$ cat config.mk
export PLATFORM = sky130hd
export DESIGN_NAME = rename_register_file
export DESIGN_NICKNAME = d
export VERILOG_FILES = /design/src/rtl/rename_register_file.sv
export SDC_FILE = /design/constraint.sdc
export NUM_CORES = 2
export LEC_CHECK = 0
export CORE_ASPECT_RATIO = 1.75
export CORE_MARGIN = 5
export CORE_UTILIZATION = 53
export DETAILED_ROUTE_END_ITERATION = 6
export PLACE_DENSITY = 0.73
export SLEW_MARGIN = 0
export SYNTH_ARGS = -nofsm -noshare
export SYNTH_HDL_FRONTEND = slang
export SYNTH_SLANG_ARGS = --single-unit
$ cat constraint.sdc
create_clock -name clk_in -period 5.2 [get_ports clk_in]
set_input_delay 1.3 -clock clk_in [delete_from_list [all_inputs] [get_ports clk_in]]
set_output_delay 1.3 -clock clk_in [all_outputs]
set_load 0.01 [all_outputs]
$ cat src/rtl/rename_register_file.sv
// Rename register file.
// It holds architectural values plus a busy bit and a ROB tag for each register.
//
// Ports
//   clk_in, rst_in (sync, active-low), rdy_in (low = stall), flush_in.
//   launch_*: ROB allocates a producer for a destination register.
//   commit_*: ROB commits a result; it is broadcast on msg_* one cycle later.
//   ask_reg / dep_*: NUM_READ combinational read ports.
//   Each read port has a commit bypass.
module rename_register_file #(
    parameter int XLEN     = 32,
    parameter int NUM_REGS = 32,
    parameter int REG_W    = 5,
    parameter int ROB_ID_W = 5,
    parameter int NUM_READ = 2
) (
    input  logic                         clk_in,
    input  logic                         rst_in,
    input  logic                         rdy_in,
    input  logic                         flush_in,
    input  logic                         launch_valid,
    input  logic [ROB_ID_W-1:0]          launch_rob_id,
    input  logic [REG_W-1:0]             launch_reg,
    input  logic                         commit_valid,
    input  logic [ROB_ID_W-1:0]          commit_rob_id,
    input  logic [REG_W-1:0]             commit_reg,
    input  logic [XLEN-1:0]              commit_value,
    input  logic [NUM_READ*REG_W-1:0]    ask_reg,
    output logic [NUM_READ-1:0]          dep_busy,
    output logic [NUM_READ*ROB_ID_W-1:0] dep_tag,
    output logic [NUM_READ*XLEN-1:0]     dep_value,
    output logic                         msg_valid,
    output logic [ROB_ID_W-1:0]          msg_rob_id,
    output logic [XLEN-1:0]              msg_value
);

    logic [XLEN-1:0]     regs     [NUM_REGS];
    logic [ROB_ID_W-1:0] tag      [NUM_REGS];
    logic [NUM_REGS-1:0] busy;

    logic [XLEN-1:0]     regs_nxt [NUM_REGS];
    logic [ROB_ID_W-1:0] tag_nxt  [NUM_REGS];
    logic [NUM_REGS-1:0] busy_nxt;

    logic launch_ok;
    logic clr_ok;
    logic same_reg;

    // Next-state arrays. Priority is flush, then launch, then commit.
    always_comb begin
        regs_nxt  = regs;
        tag_nxt   = tag;
        busy_nxt  = busy;
        same_reg  = launch_valid && (launch_reg == commit_reg);
        launch_ok = launch_valid && !flush_in && (launch_reg != '0);
        // Only the youngest producer may clear busy.
        // A same-cycle relaunch keeps the register busy.
        clr_ok    = commit_valid && !flush_in && !same_reg
                    && busy[commit_reg]
                    && (tag[commit_reg] == commit_rob_id);

        if (commit_valid && (commit_reg != '0))
            regs_nxt[commit_reg] = commit_value;

        unique case (1'b1)
            flush_in: busy_nxt = '0;
            default: begin
                if (clr_ok)
                    busy_nxt[commit_reg] = 1'b0;
                if (launch_ok) begin
                    busy_nxt[launch_reg] = 1'b1;
                    tag_nxt[launch_reg]  = launch_rob_id;
                end
            end
        endcase
    end

    always_ff @(posedge clk_in) begin
        if (!rst_in) begin
            for (int i = 0; i < NUM_REGS; i++) begin
                regs[i] <= '0;
                tag[i]  <= '0;
            end
            busy       <= '0;
            msg_valid  <= 1'b0;
            msg_rob_id <= '0;
            msg_value  <= '0;
        end else if (!rdy_in) begin
            // Hold everything; drop valid so a broadcast is never repeated.
            msg_valid <= 1'b0;
        end else begin
            regs      <= regs_nxt;
            tag       <= tag_nxt;
            busy      <= busy_nxt;
            msg_valid <= commit_valid;
            if (commit_valid) begin
                msg_rob_id <= commit_rob_id;
                msg_value  <= commit_value;
            end
        end
    end

    // The bypass is gated by rdy/rst so a read agrees with what the edge commits.
    logic byp_en;
    assign byp_en = commit_valid && rdy_in && rst_in;

    for (genvar k = 0; k < NUM_READ; k++) begin : g_rd
        logic [REG_W-1:0] ask;
        logic             hit;

        assign ask = ask_reg[k*REG_W +: REG_W];
        assign hit = byp_en && (commit_reg == ask) && busy[ask]
                     && (tag[ask] == commit_rob_id);

        always_comb begin
            dep_busy[k]                  = busy[ask];
            dep_tag[k*ROB_ID_W +: ROB_ID_W] = tag[ask];
            dep_value[k*XLEN +: XLEN]    = regs[ask];
            unique case (1'b1)
                (ask == '0): begin
                    dep_busy[k]                     = 1'b0;
                    dep_tag[k*ROB_ID_W +: ROB_ID_W] = '0;
                    dep_value[k*XLEN +: XLEN]       = '0;
                end
                hit: begin
                    dep_busy[k]               = 1'b0;
                    dep_value[k*XLEN +: XLEN] = commit_value;
                end
                default: ;
            endcase
        end
    end

endmodule

==> summary.txt <==
Synth
  – Post-Syn Area: 68800 µm²
  – Net Count, Synth: 7204
  – Top-area cell type share of the netlist area: 36.5%
  – Cells after Synth: 7136
  – Predominant post-synthesis flop cell: dfxtp_1
  – Synth cell count leaders: nand2_1, dfxtp_1, a21boi_0
  – Ys Warns: 0
  – Ranking of synthesized cells by area: dfxtp_1, mux4_2, a21boi_0
  – Syn avg cell area: 9.65 µm²
  – Library cells used by synthesis: 57
  – Count leader, synth: nand2_1
  – Synth area leader: dfxtp_1
  – Register area share after synthesis: 36.5%
  – #FFs+latches synth: 1254
  – Post-synth EDFFs: 0
  – FFs w/ async S/R, synth: 0%

Drt
  – DRC: 15
  – Via count: 60800
  – Max layer used: met5
  – WL met1: 86700 µm
  – Via density: 6.82
  – DRT antenna net count: 0
  – First drt pass iteration count: 7
  – WL met3: 32700 µm
  – DR iter-0 viols: 8242
  – DRT Wirelength: 283000 µm
  – Detail-routed net length per standard cell: 31.7 µm
  – DR WL met2: 129000 µm

Timing
  – Max Slew Vio Count: 0
  – Tmin final: 5.67 ns
  – # setup viols final: 65
  – Peak Freq: 176 MHz
  – Clock skew: 0.0174 ns
  – Final Cycle Share: 109%
  – Final hold viol count: 0
  – RSZ-0062 raised after global routing: yes
  – Worst-margin pin slew: 1.24 ns
  – Worst slew margin: 17.3%
  – Final setup margin: -0.469 ns

Final layout
  – Non-Filler Instances: 8918
  – Multi-input logic area: 41200 µm²
  – Reg area: 25100 µm²
  – Layout area overhead: 15.1%
  – Final Cell Area: 79200 µm²
  – Layout cell share with drive strength beyond 1: 22.7%
  – Layout Nets: 7205
  – Filler Cells Inserted: 10500

Critical path
  – Critical path type: input pin to primary output
  – Setup crit end kind: primary output
  – Type of element launching the critical path: input pin
  – Required time worst endpoint: 3.90 ns
  – Crit-path max FO: 6
  – Critical path arrival: 4.37 ns

Floorplanning
  – Die Height: 487 µm
  – Initial core utilization: 53.1%
  – Die X: 282 µm
  – Core ar.: 130000 µm²
  – FP Rows: 175
  – I/O pin cnt: 182
  – Die area: 137000 µm²

GRT
  – Largest net degree at the start of global routing: 310
  – Total grt overflow: 0
  – Vias in the first global route: 60500
  – Tot GR Track Use: 40.1%
  – First-pass GRT wire length: 404000 µm
  – Antenna violations before repair: 9

Job
  – Max-Cap Viols: 0

Power and ir drop
  – Pwr Total: 0.0206 W
  – Pwr dens: 260 nW/µm²
  – Leakage Power: 26.8 nW
  – Worst vdd ir: 0.000298 V

Clocking
  – Worst-path clk slew: 0.08 ns
  – Clock latency on the worst-skew pair: 0.74 ns
  – CTS Hold Bufs: 0
  – Root Buffer: clkbuf_16
  – CTS H-Tree Depth: 3
  – TritonCTS clock tree: built
  – Clock Sinks: 1254
  – Max clock buf depth: 3
  – Num CTS Buffers: 112

Placed design
  – RD Place Congestion: 1.04
  – Post-DP HPWL: 173000 µm
  – DP Area: 74300 µm²
  – I/O Buffers: 181
  – Dpl ws: -0.887 ns
  – Cell Count Post-Placement: 8661

Run status
  – Failing checks: DRC, setup timing
  – Outcome: finished, violations left

Min path
  – Worst hold path type: register to register
critical path, stage by stage:
cell      delay (ns)
buf_16          0.13
buf_8           0.13
mux4_2          0.50
mux2i_1         0.17
mux2_4          0.24
o211ai_1        0.13
xnor2_1         0.20
nand3_1         0.10
or4_4           0.53
buf_12          0.19
buf_12          0.15
buf_6           0.13
mux2_4          0.30
buf_6           0.12
routing by layer:
layer | track usage, % | vias up
met5 | 0 | -
met4 | 38.2 | 4
met3 | 10.4 | 1644
met2 | 62.3 | 4662
met1 | 44.0 | 29400
li1 | - | 25100
cell usage in the layout, fill, tap and decap left out, types with 21 or more instances in the layout:
cell	synthesis	routed
a21oi_1	28	28
o22ai_1	43	41
mux2i_1	219	217
clkbuf_16	0	116
clkinv_2	0	26
clkbuf_8	0	27
a22oi_1	21	21
nor2_1	156	123
nand2_2	0	32
a21boi_0	1153	1153
buf_12	0	100
o21ai_0	123	121
buf_4	8	325
mux2_2	41	30
dfxtp_1	1254	1254
nand2_1	2264	2232
and2_1	42	41
nor2b_1	59	59
mux4_2	733	733
buf_6	8	89
mux2_4	29	40
clkdlybuf4s50_1	0	96
nor2_4	0	31
state kept, by name (all words and copies together) (netlist names):
| name | flops |
|---|---|
| regs | 1024 |
| tag | 160 |
| busy | 32 |
| msg_value | 32 |
| msg_rob_id | 5 |
| msg_valid | 1 |
layout make-up:
cell class                 instances  area share [%]
multi-input combinational       5122            51.9
antenna                            9          0.0284
tap                             1681            2.66
timing repair buffer             641            8.73
inverter                           6          0.0284
sequential                      1254            31.7
clock inverter                    44           0.722
clock buffer                     161            4.19
worst paths after layout:
| kind | from | to | slack (ns) | cells after the start |
|---|---|---|---|---|
| min reg2reg | msg_rob_id[0]$_SDFFE_PN0P_ | msg_rob_id[0]$_SDFFE_PN0P_ | 0.47 | 2 |
| max | ask_reg[5] | dep_value[48] | -0.47 | 14 |
| max reg2reg | tag[24]$_SDFFE_PN0P_ | busy[14]$_SDFFE_PN0P_ | 1.50 | 11 |
| min | msg_rob_id[0]$_SDFFE_PN0P_ | msg_rob_id[0]$_SDFFE_PN0P_ | 0.47 | 2 |
metrics by stage:
stage	hold WS, ns	setup TNS (ns)	utilization, %
after detailed placement	0.462	-52.47	57.3
after global routing	0.496	-26.60	61.1
final	0.470	-22.87	61.1
after CTS	0.472	-25.80	60.9
after floorplan	0.442	0	-
after global placement	0.453	-51.99	57.3
where the power goes:
part           internal, W  switching, W  total [W]
registers          0.00965     0.0000407    0.00969
logic             0.000764       0.00115    0.00191
clock network      0.00507       0.00394    0.00901
total               0.0155       0.00513     0.0206
kinds of logic after synthesis:
| group | share of synthesized area (%) |
|---|---|
| and+or+nand+nor | 15.4 |
| AOI/OAI and AO/OA | 14.9 |
| DFF | 36.5 |
| muxes | 28.5 |
| buffers and inverters | 4.42 |
| xor gates and xnor gates | 0.369 |
timing repair:
item	CTS	global route
pin swaps	10	13
cloned	7	1
resized for setup	396	39
setup buffers	31	13
endpoints found under the setup margin	66	66
Note: power is estimated with default switching activity, not from simulation.
